`src/rtl/vram_arbiter_pkg.sv`:
```
// Shared types and default video geometry for the VRAM arbiter slice.
package vdp_pkg;

   typedef enum logic {
      IDLE  = 1'b0,
      FETCH = 1'b1
   } arb_state_e;

   localparam int DEF_H_RES   = 640;
   localparam int DEF_H_TOTAL = 800;
   localparam int DEF_V_RES   = 480;
   localparam int DEF_V_TOTAL = 525;

   localparam int DEF_CORDW = 11;
   localparam int DEF_ADDRW = 16;
   localparam int DEF_DATAW = 16;
   localparam int DEF_LBW   = 7;

   localparam int DEF_LINE_WORDS  = 80;
   localparam int DEF_LINE_STRIDE = 80;
   // Prefetch begins as soon as the visible part of the current line ends.
   localparam int DEF_FETCH_X     = DEF_H_RES;

endpackage

```
`src/rtl/vram_arbiter_if.sv`:
```
// Bundle of timing, CPU, VRAM and line-buffer signals around the arbiter.
interface vram_arbiter_if #(
   parameter int CORDW = vdp_pkg::DEF_CORDW,
   parameter int ADDRW = vdp_pkg::DEF_ADDRW,
   parameter int DATAW = vdp_pkg::DEF_DATAW,
   parameter int LBW   = vdp_pkg::DEF_LBW
);
   logic [CORDW-1:0] sx;
   logic [CORDW-1:0] sy;
   logic [ADDRW-1:0] base_addr;

   logic             cpu_req;
   logic             cpu_we;
   logic [ADDRW-1:0] cpu_addr;
   logic [DATAW-1:0] cpu_wdata;
   logic             cpu_ready;
   logic             cpu_rvalid;
   logic [DATAW-1:0] cpu_rdata;

   logic             ram_en;
   logic             ram_we;
   logic [ADDRW-1:0] ram_addr;
   logic [DATAW-1:0] ram_wdata;
   logic [DATAW-1:0] ram_rdata;

   logic             lb_we;
   logic             lb_bank;
   logic [LBW-1:0]   lb_addr;
   logic [DATAW-1:0] lb_data;

   logic             fetch_miss;
   logic             busy;

   modport master (
      output sx, sy, base_addr,
      output cpu_req, cpu_we, cpu_addr, cpu_wdata,
      input  cpu_ready, cpu_rvalid, cpu_rdata,
      input  ram_en, ram_we, ram_addr, ram_wdata,
      output ram_rdata,
      input  lb_we, lb_bank, lb_addr, lb_data,
      input  fetch_miss, busy
   );

   modport slave (
      input  sx, sy, base_addr,
      input  cpu_req, cpu_we, cpu_addr, cpu_wdata,
      output cpu_ready, cpu_rvalid, cpu_rdata,
      output ram_en, ram_we, ram_addr, ram_wdata,
      input  ram_rdata,
      output lb_we, lb_bank, lb_addr, lb_data,
      output fetch_miss, busy
   );

endinterface

```
`src/rtl/vram_arbiter_line_fetch_seq.sv`:
```
// Word counter and address / line-buffer index generation for one scanline fetch.
module line_fetch_seq
   import vdp_pkg::*;
#(
   parameter int CORDW       = DEF_CORDW,
   parameter int ADDRW       = DEF_ADDRW,
   parameter int LBW         = DEF_LBW,
   parameter int LINE_STRIDE = DEF_LINE_STRIDE,
   parameter int LINE_WORDS  = DEF_LINE_WORDS
) (
   input  logic             clk_pix,
   input  logic             rst_pix,
   input  logic             start_i,
   input  logic             advance_i,
   input  logic [ADDRW-1:0] base_addr_i,
   input  logic [CORDW-1:0] tgt_i,
   output logic [ADDRW-1:0] fetch_addr_o,
   output logic             last_o,
   output logic             lb_we_o,
   output logic             lb_bank_o,
   output logic [LBW-1:0]   lb_addr_o
);

   logic [ADDRW-1:0] lineAddr_q, lineAddr_d;
   logic [LBW-1:0]   cnt_q, cnt_d;
   logic             bank_q, bank_d;
   logic             lbWe_q;
   logic             lbBank_q;
   logic [LBW-1:0]   lbAddr_q;

   assign fetch_addr_o = lineAddr_q + ADDRW'(cnt_q);
   assign last_o       = (cnt_q == LBW'(LINE_WORDS - 1));

   always_comb begin
      lineAddr_d = lineAddr_q;
      cnt_d      = cnt_q;
      bank_d     = bank_q;
      if (start_i) begin
         lineAddr_d = base_addr_i + ADDRW'(tgt_i) * ADDRW'(LINE_STRIDE);
         cnt_d      = '0;
         bank_d     = tgt_i[0];
      end else if (advance_i) begin
         cnt_d = cnt_q + LBW'(1);
      end
   end

   // Read data returns one cycle after issue, so the strobe and index trail the counter.
   always_ff @(posedge clk_pix or posedge rst_pix) begin
      if (rst_pix) begin
         lineAddr_q <= '0;
         cnt_q      <= '0;
         bank_q     <= 1'b0;
         lbWe_q     <= 1'b0;
         lbBank_q   <= 1'b0;
         lbAddr_q   <= '0;
      end else begin
         lineAddr_q <= lineAddr_d;
         cnt_q      <= cnt_d;
         bank_q     <= bank_d;
         lbWe_q     <= advance_i;
         if (advance_i) begin
            lbAddr_q <= cnt_q;
            lbBank_q <= bank_q;
         end
      end
   end

   assign lb_we_o   = lbWe_q;
   assign lb_bank_o = lbBank_q;
   assign lb_addr_o = lbAddr_q;

endmodule

```
`src/rtl/vram_arbiter.sv`:
```
// Single-port VRAM arbiter: display line prefetch has strict priority over the CPU port.
module vram_arbiter
   import vdp_pkg::*;
#(
   parameter int CORDW       = DEF_CORDW,
   parameter int ADDRW       = DEF_ADDRW,
   parameter int DATAW       = DEF_DATAW,
   parameter int LINE_WORDS  = DEF_LINE_WORDS,
   parameter int LBW         = DEF_LBW,
   parameter int LINE_STRIDE = DEF_LINE_STRIDE,
   parameter int FETCH_X     = DEF_FETCH_X,
   parameter int V_RES       = DEF_V_RES,
   parameter int V_TOTAL     = DEF_V_TOTAL
) (
   input  logic           clk_pix,
   input  logic           rst_pix,
   vram_arbiter_if.slave  bus
);

   arb_state_e       state_q, state_d;
   logic [CORDW-1:0] tgt;
   logic             trigger;
   logic             start;
   logic             advance;
   logic             last;
   logic             cpuAccept;
   logic             cpuRvalid_q;
   logic [ADDRW-1:0] fetchAddr;

   assign tgt     = (bus.sy == CORDW'(V_TOTAL - 1)) ? '0 : bus.sy + CORDW'(1);
   assign trigger = (bus.sx == CORDW'(FETCH_X)) && (tgt < CORDW'(V_RES));

   line_fetch_seq #(
      .CORDW       (CORDW),
      .ADDRW       (ADDRW),
      .LBW         (LBW),
      .LINE_STRIDE (LINE_STRIDE),
      .LINE_WORDS  (LINE_WORDS)
   ) u_seq (
      .clk_pix      (clk_pix),
      .rst_pix      (rst_pix),
      .start_i      (start),
      .advance_i    (advance),
      .base_addr_i  (bus.base_addr),
      .tgt_i        (tgt),
      .fetch_addr_o (fetchAddr),
      .last_o       (last),
      .lb_we_o      (bus.lb_we),
      .lb_bank_o    (bus.lb_bank),
      .lb_addr_o    (bus.lb_addr)
   );

   // Trigger cycle only latches the line; the CPU is locked out from there to the last read.
   always_comb begin
      state_d        = state_q;
      start          = 1'b0;
      advance        = 1'b0;
      cpuAccept      = 1'b0;
      bus.fetch_miss = 1'b0;
      bus.ram_en     = 1'b0;
      bus.ram_we     = 1'b0;
      bus.ram_addr   = '0;
      bus.ram_wdata  = '0;
      case (state_q)
         IDLE: begin
            if (trigger) begin
               start   = 1'b1;
               state_d = FETCH;
            end else if (bus.cpu_req) begin
               cpuAccept     = 1'b1;
               bus.ram_en    = 1'b1;
               bus.ram_we    = bus.cpu_we;
               bus.ram_addr  = bus.cpu_addr;
               bus.ram_wdata = bus.cpu_wdata;
            end
         end
         FETCH: begin
            if (bus.sx == '0) begin
               bus.fetch_miss = 1'b1;
               state_d        = IDLE;
            end else begin
               advance      = 1'b1;
               bus.ram_en   = 1'b1;
               bus.ram_addr = fetchAddr;
               if (last) begin
                  state_d = IDLE;
               end
            end
         end
         default: state_d = IDLE;
      endcase
   end

   always_ff @(posedge clk_pix or posedge rst_pix) begin
      if (rst_pix) begin
         state_q     <= IDLE;
         cpuRvalid_q <= 1'b0;
      end else begin
         state_q     <= state_d;
         cpuRvalid_q <= cpuAccept && !bus.cpu_we;
      end
   end

   assign bus.cpu_ready  = cpuAccept;
   assign bus.cpu_rvalid = cpuRvalid_q;
   assign bus.cpu_rdata  = bus.ram_rdata;
   assign bus.lb_data    = bus.ram_rdata;
   assign bus.busy       = (state_q == FETCH);

endmodule
```
`src/flat_wrapper.sv`:
```
// flat-port wrapper written by rule: the top's interface ports become plain ports
module vram_arbiter_flat import vdp_pkg::*;
#(
   parameter int CORDW       = DEF_CORDW,
   parameter int ADDRW       = DEF_ADDRW,
   parameter int DATAW       = DEF_DATAW,
   parameter int LINE_WORDS  = DEF_LINE_WORDS,
   parameter int LBW         = DEF_LBW,
   parameter int LINE_STRIDE = DEF_LINE_STRIDE,
   parameter int FETCH_X     = DEF_FETCH_X,
   parameter int V_RES       = DEF_V_RES,
   parameter int V_TOTAL     = DEF_V_TOTAL
)
  (clk_pix, rst_pix, bus_sx, bus_sy, bus_base_addr, bus_cpu_req, bus_cpu_we, bus_cpu_addr, bus_cpu_wdata, bus_cpu_ready, bus_cpu_rvalid, bus_cpu_rdata, bus_ram_en, bus_ram_we, bus_ram_addr, bus_ram_wdata, bus_ram_rdata, bus_lb_we, bus_lb_bank, bus_lb_addr, bus_lb_data, bus_fetch_miss, bus_busy);
  vram_arbiter_if #(.CORDW(CORDW), .ADDRW(ADDRW), .DATAW(DATAW), .LBW(LBW)) bus_i ();
  input  logic clk_pix;
  input  logic rst_pix;
  input wire logic [$bits(bus_i.sx)-1:0] bus_sx;
  input wire logic [$bits(bus_i.sy)-1:0] bus_sy;
  input wire logic [$bits(bus_i.base_addr)-1:0] bus_base_addr;
  input wire logic [$bits(bus_i.cpu_req)-1:0] bus_cpu_req;
  input wire logic [$bits(bus_i.cpu_we)-1:0] bus_cpu_we;
  input wire logic [$bits(bus_i.cpu_addr)-1:0] bus_cpu_addr;
  input wire logic [$bits(bus_i.cpu_wdata)-1:0] bus_cpu_wdata;
  output wire logic [$bits(bus_i.cpu_ready)-1:0] bus_cpu_ready;
  output wire logic [$bits(bus_i.cpu_rvalid)-1:0] bus_cpu_rvalid;
  output wire logic [$bits(bus_i.cpu_rdata)-1:0] bus_cpu_rdata;
  output wire logic [$bits(bus_i.ram_en)-1:0] bus_ram_en;
  output wire logic [$bits(bus_i.ram_we)-1:0] bus_ram_we;
  output wire logic [$bits(bus_i.ram_addr)-1:0] bus_ram_addr;
  output wire logic [$bits(bus_i.ram_wdata)-1:0] bus_ram_wdata;
  input wire logic [$bits(bus_i.ram_rdata)-1:0] bus_ram_rdata;
  output wire logic [$bits(bus_i.lb_we)-1:0] bus_lb_we;
  output wire logic [$bits(bus_i.lb_bank)-1:0] bus_lb_bank;
  output wire logic [$bits(bus_i.lb_addr)-1:0] bus_lb_addr;
  output wire logic [$bits(bus_i.lb_data)-1:0] bus_lb_data;
  output wire logic [$bits(bus_i.fetch_miss)-1:0] bus_fetch_miss;
  output wire logic [$bits(bus_i.busy)-1:0] bus_busy;
  assign bus_i.sx = bus_sx;
  assign bus_i.sy = bus_sy;
  assign bus_i.base_addr = bus_base_addr;
  assign bus_i.cpu_req = bus_cpu_req;
  assign bus_i.cpu_we = bus_cpu_we;
  assign bus_i.cpu_addr = bus_cpu_addr;
  assign bus_i.cpu_wdata = bus_cpu_wdata;
  assign bus_cpu_ready = bus_i.cpu_ready;
  assign bus_cpu_rvalid = bus_i.cpu_rvalid;
  assign bus_cpu_rdata = bus_i.cpu_rdata;
  assign bus_ram_en = bus_i.ram_en;
  assign bus_ram_we = bus_i.ram_we;
  assign bus_ram_addr = bus_i.ram_addr;
  assign bus_ram_wdata = bus_i.ram_wdata;
  assign bus_i.ram_rdata = bus_ram_rdata;
  assign bus_lb_we = bus_i.lb_we;
  assign bus_lb_bank = bus_i.lb_bank;
  assign bus_lb_addr = bus_i.lb_addr;
  assign bus_lb_data = bus_i.lb_data;
  assign bus_fetch_miss = bus_i.fetch_miss;
  assign bus_busy = bus_i.busy;
  vram_arbiter #(.CORDW(CORDW), .ADDRW(ADDRW), .DATAW(DATAW), .LINE_WORDS(LINE_WORDS), .LBW(LBW), .LINE_STRIDE(LINE_STRIDE), .FETCH_X(FETCH_X), .V_RES(V_RES), .V_TOTAL(V_TOTAL)) u_core (.clk_pix(clk_pix), .rst_pix(rst_pix), .bus(bus_i));
endmodule
```
`config.mk`:
```
export PLATFORM = sky130hd
export DESIGN_NAME = vram_arbiter_flat
export DESIGN_NICKNAME = d
export VERILOG_FILES = /design/src/rtl/vram_arbiter_pkg.sv /design/src/rtl/vram_arbiter_if.sv /design/src/rtl/vram_arbiter_line_fetch_seq.sv /design/src/rtl/vram_arbiter.sv /design/src/flat_wrapper.sv
export SDC_FILE = /design/constraint.sdc
export NUM_CORES = 1
export LEC_CHECK = 0
export ABC_AREA = 1
export CORE_MARGIN = 2
export CORE_UTILIZATION = 40
export DETAILED_ROUTE_END_ITERATION = 10
export GPL_TIMING_DRIVEN = 0
export PLACE_DENSITY = 0.77
export SETUP_SLACK_MARGIN = 0.2
export SKIP_LAST_GASP = 1
export SYNTH_ARGS = -nofsm -noshare
export SYNTH_HDL_FRONTEND = slang
export SYNTH_SLANG_ARGS = --single-unit
```
`constraint.sdc`:
```
create_clock -name clk_pix -period 3.04 [get_ports clk_pix]
set_input_delay 0.608 -clock clk_pix [delete_from_list [all_inputs] [get_ports clk_pix]]
set_output_delay 0.608 -clock clk_pix [all_outputs]
set_load 0.1 [all_outputs]
```
Word-level counts from Yosys, hierarchy flattened
Index checks and enable logic that the tools add are counted.
Word-level totals
  output and inout port bits: 79
  logic and storage cells: 49
  flip-flop bits (word level): 35
Cells by class
  add/subtract/negate cells: 4
  equality and inequality tests: 3
  order comparisons: 1
  bitwise gates (word level): 1
  $mul: 1
  reductions and logical operators: 5
  mux-type cells: 26
Operator list (count)
  16-bit two-way mux: 6
  16-bit one-hot mux with 2 select lines: 1
  11-bit by 10-bit == test with 1-bit output, second input constant: 2
  16-bit adder: 1
  16-bit by 7-bit adder with 16-bit output: 1
  1-bit two-way mux: 14
  7-bit two-way mux: 2
  11-bit by 3-bit multiplier with 12-bit output, second input constant: 1
  11-bit by 1-bit adder with 11-bit output, second input constant: 1
  11-bit zero test: 1
  11-bit by 9-bit less-than comparator with 1-bit output, second input constant: 1
  11-bit two-way mux: 1
  7-bit by 1-bit adder with 7-bit output, second input constant: 1
  7-bit == test, second input constant: 1
  1-bit one-hot mux with 2 select lines: 2
  1-bit logical AND: 2
  2-bit nonzero test: 1
  1-bit zero test: 1
  1-bit inverter: 1

Logic depth before layout (Yosys ltp)
Gate-level depths: netlist (run 1).
  depth in word-level cells: 7
  gate-level depth with buffers: 25

Hierarchy
A second synthesis (run 1) with hierarchy kept.
Second synthesis, totals
  cell total of the unflattened synthesis: 646
  area, all modules: 4097.7 um^2
By module, submodules not included
  line_fetch_seq: seq. area each 825.8 um^2, area an instance 2920.3 um^2, times used 1, cells an instance 418
  vram_arbiter: seq. area each 50.0 um^2, area an instance 1177.4 um^2, times used 1, cells an instance 228

Worst setup path before layout (run 1)
No wires, ideal clock.
  path kind: reg2out
  start: reg u_core.u_seq.cnt_q[2]
  end: out bus_ram_addr[15]
  path slack: -1196 ps
  arrival: 3628 ps
  buffers on the path: 0
  stages on the path, launching flop included: 8
  cells stage by stage: dfrtp_1 -> ha_1 -> nand3_1 -> nand2_1 -> nand2_1 -> a21boi_0 -> a31oi_1 -> o21ai_0
Between the ends
  word-level cells in the longest chain between the ends: 3
RTL lines
  from (decl): line vram_arbiter_line_fetch_seq.sv:25  | logic [LBW-1:0] cnt_q, cnt_d;
  from (signal assigned): line vram_arbiter_line_fetch_seq.sv:58  | cnt_q <= cnt_d;
  16-bit by 7-bit adder with 16-bit output: line vram_arbiter_line_fetch_seq.sv:31  | assign fetch_addr_o = lineAddr_q + ADDRW'(cnt_q);
  16-bit two-way mux: line vram_arbiter.sv:78  | if (bus.sx == '0) begin
  16-bit one-hot mux with 2 select lines: line vram_arbiter.sv:64  | case (state_q)
  to (decl): line flat_wrapper.sv:30  | output wire logic [$bits(bus_i.ram_addr)-1:0] bus_ram_addr;
No other way between the ends.

Final worst setup path (run 1)
  start: in bus_sy[1]
  end: reg u_core.u_seq.lineAddr_q[15]
Between the ends
  word-level cells in the longest chain between the ends: 6
  elaborated cells on any way between the ends: 9
  classes of those cells: add/sub: 2; mul: 1; order compare: 1; eq/ne: 1; mux: 3; reduce/logical: 1
RTL lines
  from (decl): line flat_wrapper.sv:19  | input wire logic [$bits(bus_i.sy)-1:0] bus_sy;
  11-bit by 1-bit adder with 11-bit output or 11-bit by 10-bit == test with 1-bit output (tied branches): line vram_arbiter.sv:30  | assign tgt = (bus.sy == CORDW'(V_TOTAL - 1)) ? '0 : bus.sy + CORDW'(1);
  11-bit two-way mux *: line vram_arbiter.sv:30
  branches (longest 4 deep; another with 16-bit adder)
  to (signal assigned): line vram_arbiter_line_fetch_seq.sv:57  | lineAddr_q <= lineAddr_d;
  to (decl): line vram_arbiter_line_fetch_seq.sv:24  | logic [ADDRW-1:0] lineAddr_q, lineAddr_d;
Every way passes the cells marked *.
A chain may end at the register's enable or synchronous reset.

==> metrics.csv, run 1 <==
stage,metric,value,unit
cells_and_area,layout.nets,942,
setup_path,path_class,in2reg,
clocking,clock-sinks,35,
timing,hold_violations,0,
cells_and_area,final_cell_mix,"nand2_1, clkdlybuf4s50_1, inv_1",
logic_synthesis,yosysSeqAreaShare,0.214,
setup_path,critPathLaunchType,primary input,
route,wl_per_cell,14.4,um
cells_and_area,seq_area,877,sq um
logic_synthesis,synth-seq-cells,35,
timing,max_freq,270,MHz
clocking,htreeDepth,2,
setup_path,r2r_setup_slack,1.58,ns
global_routing,grt_max_degree,36,
global_routing,antenna_found_initial,0,
global_routing,grt_pass1_vias,4615,
setup_path,arrival,3.88,ns
logic_synthesis,yosysWarnings,0,
cells_and_area,final_util,0.772,
logic_synthesis,synth_ff_type,dfrtp_1,
floorplan,die_width,105,um
cells_and_area,multi_input_area,0.00341,sq mm
route,drt-pass1-iter-count,4,
cells_and_area,final_common_cell,nand2_1,
timing,skew,0.0105,ns
floorplan,die_h,105,um
place,portBuffers,152,
clocking,cts_buffers,5,
timing,slew_headroom,0.309,
clocking,postCtsHoldBufs,0,
pwr,power_density,373,mW/mm^2
flow_run,cap_violations,0,
cells_and_area,num_antenna_cells,0,
floorplan,initial_core_util,0.416,
route,dr_total_vias,4641,
cells_and_area,stdcell_area,0.00762,sq mm
global_routing,grt_pass1_wl,21400,um
status,violations,negative setup slack,
logic_synthesis,synthCells,604,
logic_synthesis,synth-edff-count,0,
clocking,cts.path.max_buffers,2,
logic_synthesis,synth_area,0.00410,sq mm
timing,worstMarginPinSlew,1.03,ns
timing,drv_slew,0,
floorplan,fp-row-count,36,
clocking,root_buffer,clkbuf_8,
global_routing,grt_util_all_layers,0.232,
clocking,cts_tree,done,
pwr,vdd_drop_max,0.365,mV
timing,setup_viol,37,
pwr,power,2.84,mW
worst_hold_path,hold_path.class,reg2reg,
route,antenna_left,0,
setup_path,critPathCaptureType,register,
floorplan,die-area,0.0111,sq mm
timing,setup_slack,-0.659,ns
place,post-dp-hpwl,9510,um
route,via_per_inst,4.91,
floorplan,core_area,0.00986,sq mm
timing,min_period_over_period,1.22,
timing,finalSetupTns,-8.29,ns
timing,rsz0062_at_grt,yes,
clocking,cts.clk_slew.worst_paths,0.08,ns
global_routing,grt_overflow,0,
timing,holdWs,0.491,ns
setup_path,critPathMaxFanout,4,
cells_and_area,drive_gt1_frac,0.390,
route,drc_errors,0,
route,drt-total-wl,13700,um
place,gp_congestion,0.864,
floorplan,pin_count,169,
logic_synthesis,synth.net_count,734,
logic_synthesis,synth_area_per_cell,6.79,sq um
status,status,finished with violations,
cells_and_area,syn_to_final_growth,85.8,%
setup_path,required,3.22,ns
pwr,leakagePower,3.47,nW
clocking,clk_latency,0.29,ns
logic_synthesis,async_flop_share,1.00,
place,post_dp_cell_area,0.00616,sq mm
logic_synthesis,ys_types,38,
route,drtIter0Drc,164,
timing,timing.final.crit_period,3.70,ns
cells_and_area,nFillCells,670,
-- registers in the layout, summed over array words and instances (netlist names) --
name and count:
u_core.bus.busy 1, u_core.bus.cpu_rvalid 1, u_core.u_seq.bank_q 1, u_core.u_seq.cnt_q 7, u_core.u_seq.lb_addr_o 7, u_core.u_seq.lb_bank_o 1, u_core.u_seq.lb_we_o 1, u_core.u_seq.lineAddr_q 16
-- metal layers --
layer  routed length (um)  global-route usage
met1                 5540               0.274
met2                 7330               0.440
met3                  523              0.0340
met4                  264              0.0467
met5                    0                   0
-- worst max-delay path, cell delays in order --
cell	delay [ns]
buf_12	0.11
inv_12	0.04
ha_4	0.13
nand2_4	0.05
nor2_4	0.09
nand3_4	0.11
inv_4	0.10
nor2_4	0.05
ha_4	0.28
ha_4	0.14
inv_2	0.04
fa_2	0.42
o21ai_4	0.18
a21oi_2	0.08
o21ai_1	0.15
xor2_1	0.17
ha_1	0.31
buf_4	0.16
buf_6	0.11
a31oi_4	0.12
nand3_2	0.11
inv_1	0.08
nand3_2	0.08
nand3_2	0.07
nand2_1	0.05
-- area by class of cell --
type | count | share of cell area
Multi-Input combinational cell | 435 | 0.447
Timing Repair Buffer | 201 | 0.306
Sequential cell | 35 | 0.115
Inverter | 91 | 0.0491
Buffer | 43 | 0.0460
Tap cell | 133 | 0.0218
Clock buffer | 5 | 0.00903
Clock inverter | 3 | 0.00624
-- logic make-up (layout without fill, tap and decap cells) --
logic type | count (synthesis) | in the layout | share of synthesized area
AO/OA/AOI/OAI | 82 | 82 | 0.116
XOR/XNOR | 25 | 25 | 0.0534
adder cells (fa/ha/maj) | 40 | 40 | 0.128
buffers and inverters | 134 | 343 | 0.164
flip-flops | 35 | 35 | 0.214
AND/OR/NAND/NOR | 288 | 288 | 0.325
-- cell usage after synthesis, types with 10 or more instances --
master   number  area (sq um)
buf_4        32           240
o21ai_0      27           135
nand3_1      33           165
nor2_1       61           229
nor2_4       13           146
dfrtp_1      35           876
a21oi_1      27           135
ha_1         37           463
nand2_1     147           552
xor2_1       18           158
inv_1        89           334
o21ai_2      10          87.6
-- report_power, final --
part | leakage (nW) | switching (mW) | internal (mW)
Sequential | 0.480 | 0.00532 | 0.473
Combinational | 2.93 | 1.10 | 0.829
Clock | 0.0587 | 0.190 | 0.249
Total | 3.47 | 1.29 | 1.55
-- path summary, 6_finish.rpt --
kind,start,endpoint,cells past startpoint
max,bus_sy[1],u_core.u_seq.lineAddr_q[15],25
min,u_core.u_seq.lb_addr_o[2],u_core.u_seq.lb_addr_o[2],2
min reg2reg,u_core.u_seq.lb_addr_o[2],u_core.u_seq.lb_addr_o[2],2
min in group asynchronous,rst_pix,u_core.u_seq.lb_addr_o[6],2
max in group asynchronous,rst_pix,u_core.bus.busy,2
max reg2reg,u_core.bus.busy,u_core.u_seq.lineAddr_q[3],5
-- stage by stage --
| step | std cells | setup WS (ns) |
|---|---|---|
| 2_1_floorplan | 604 | -0.426 |
| 3_3_place_gp | 889 | -1.55 |
| 3_5_place_dp | 889 | -1.61 |
| 4_1_cts | 926 | -0.536 |
| 5_1_grt | 946 | -0.753 |
| 6_report | 946 | -0.659 |
-- what timing repair did --
| action | 4_1_cts | 5_1_grt |
|---|---|---|
| pin swaps | 42 | 44 |
| gates cloned | 2 | 1 |
| setup endpoints to repair | 46 | 44 |
| buffers inserted | 27 | 19 |
| resized for setup | 423 | 80 |
Power figures use the tool's default switching activity.
==> run 2, diff against run 1 <==
PLACE_DENSITY = 0.8   (was 0.77)
SKIP_LAST_GASP = unset   (was 1)
clock period = 3.26 ns   (was 3.04 ns; I/O delays follow)
==> metrics.csv, run 2 (synthesized netlist as in run 1, its figures left out) <==
stage,metric,value,unit,change
route,via_per_inst,5.04,,+2.7%
setup_path,path_class,in2reg,,
pwr,vdd_drop_max,0.242,mV,-34%
pwr,power,2.42,mW,-15%
timing,slew_headroom,0.331,,+0.0221
clocking,postCtsHoldBufs,0,,unchanged
timing,timing.final.crit_period,3.69,ns,
setup_path,critPathMaxFanout,5,,+1
floorplan,fp-row-count,36,,unchanged
global_routing,grt_overflow,0,,unchanged
place,dp.cells,889,,unchanged
route,drt-pass1-iter-count,4,,unchanged
floorplan,die_width,105,um,unchanged
setup_path,worstRegToRegCells,6,,+1
cells_and_area,largest_register_ffs,16,,unchanged
timing,rsz0062_at_grt,yes,,
cells_and_area,syn_to_final_growth,77.2,%,
floorplan,die_h,105,um,unchanged
setup_path,arrival,3.91,ns,+0.03 ns
timing,setup_slack,-0.430,ns,+0.230 ns
global_routing,antenna_found_initial,0,,unchanged
timing,hold_violations,0,,unchanged
clocking,cts_buffers,5,,unchanged
global_routing,grt_pass1_wl,21100,um,-1.1%
floorplan,core_area,0.00986,sq mm,unchanged
status,status,finished with violations,,
worst_hold_path,whs_path_depth,2,,unchanged
cells_and_area,layoutNonFillerInstCount,934,,-1.3%
route,drc_errors,0,,unchanged
cells_and_area,regMostFlops,u_core.u_seq.lineAddr_q,,
setup_path,required,3.48,ns,+0.26 ns
clocking,htreeDepth,2,,unchanged
pwr,leakagePower,3.34,nW,-3.7%
place,post-dp-hpwl,9960,um,+4.7%
cells_and_area,final_cell_mix,"nand2_1, clkdlybuf4s50_1, inv_1",,
timing,skew,0.00868,ns,-0.00177 ns
route,drt-total-wl,14500,um,+6.4%
clocking,root_buffer,clkbuf_8,,
timing,setup_viol,6,,-84%
cells_and_area,num_antenna_cells,0,,unchanged
status,violations,negative setup slack,,
setup_path,critPathLaunchType,primary input,,
global_routing,grt_max_degree,36,,unchanged
floorplan,initial_core_util,0.416,,unchanged
route,dr_total_vias,4707,,+1.4%
timing,drv_slew,0,,unchanged
place,gp_congestion,0.895,,+3.7%
cells_and_area,drive_gt1_frac,0.358,,-0.0316
cells_and_area,final_common_cell,nand2_1,,
clocking,clock-sinks,35,,unchanged
place,portBuffers,152,,unchanged
route,wl_per_cell,15.5,um,+7.7%
timing,worstMarginPinSlew,1.00,ns,-0.0330 ns
floorplan,die-area,0.0111,sq mm,unchanged
flow_run,cap_violations,0,,unchanged
global_routing,grt_pass1_vias,4601,,-0.30%
clocking,cts_tree,done,,
timing,max_freq,271,MHz,
cells_and_area,layout.nets,930,,-1.3%
clocking,clk_latency,0.30,ns,about the same
worst_hold_path,hold_path.class,reg2reg,,
route,antenna_left,0,,unchanged
clocking,cts.clk_slew.worst_paths,0.07,ns,about the same
timing,min_period_over_period,1.13,,
route,drtIter0Drc,204,,+24%
pwr,power_density,333,mW/mm^2,-11%
floorplan,pin_count,169,,unchanged
clocking,cts.path.max_buffers,2,,unchanged
global_routing,grt_util_all_layers,0.232,,about the same
setup_path,critPathCaptureType,register,,
==> run 2: metrics by stage <==
step | setup slack (ns) | hold slack, ns | util | setup TNS, ns | instance area (sq um)
2_1_floorplan | -0.250 | 0.462 | - | -0.416 | 4400
3_3_place_gp | -1.46 | 0.463 | 0.617 | -55.37 | 6080
3_5_place_dp | -1.50 | 0.465 | 0.617 | -56.46 | 6080
4_1_cts | -0.422 | 0.483 | 0.665 | -1.22 | 6560
5_1_grt | -0.542 | 0.528 | 0.737 | -2.69 | 7270
6_report | -0.430 | 0.480 | 0.737 | -1.67 | 7270
==> run 2: layout make-up <==
class                   instances  area [sq um]
clock buffers                   7          76.3
fillers                       698          2600
multi-input cells             435          3230
inverters                      91           372
well taps                     133           166
repair buffers                189          2190
plain buffers                  43           354
clock inverters                 1          5.00
flip-flops and latches         35           876
==> run 2: power breakdown <==
| group | leakage, nW | switching [mW] | internal [mW] |
|---|---|---|---|
| sequential | 0.482 | 0.00710 | 0.441 |
| clock | 0.0422 | 0.162 | 0.150 |
| combinational | 2.82 | 0.977 | 0.686 |
==> run 2: per-layer routing <==
metal | wire length [um] | vias up | track usage
met4 | 279 | 0 | 0.0724
met1 | 5580 | 2224 | 0.259
met3 | 753 | 21 | 0.0315
li1 | - | 2280 | -
met5 | 0 | - | 0
met2 | 7900 | 182 | 0.448
==> run 2: critical path: stages <==
cell and delay [ns]:
buf_12 0.10, inv_6 0.03, ha_4 0.15, nand2_4 0.07, nor2_4 0.04, nand3_4 0.10, inv_4 0.06, buf_6 0.12
nor2_4 0.15, ha_4 0.16, ha_4 0.14, inv_2 0.04, fa_2 0.41, o21ai_4 0.19, a21oi_2 0.08, o21ai_2 0.15
xor2_1 0.17, ha_2 0.35, inv_2 0.10, o21ai_2 0.05, a31oi_1 0.18, nand3_1 0.15, xor2_2 0.17, o21ai_2 0.10
==> run 2: repair_timing <==
item,4_1_cts,5_1_grt
cloned,0,2
buffers inserted,20,15
pin swaps,37,41
endpoints found under the setup margin,45,42
gates resized for setup,355,126
hold endpoints to repair,0,0
==> run 2: final timing paths <==
| check | from | end | slack [ns] |
|---|---|---|---|
| max | bus_sy[0] | u_core.u_seq.lineAddr_q[14] | -0.43 |
| min in group asynchronous | rst_pix | u_core.u_seq.lb_addr_o[6] | 0.80 |
| min reg2reg | u_core.u_seq.lb_addr_o[2] | u_core.u_seq.lb_addr_o[2] | 0.48 |
| min | u_core.u_seq.lb_addr_o[2] | u_core.u_seq.lb_addr_o[2] | 0.48 |
| max in group asynchronous | rst_pix | u_core.u_seq.lineAddr_q[11] | 1.99 |
| max reg2reg | u_core.u_seq.cnt_q[1] | u_core.bus.busy | 1.81 |
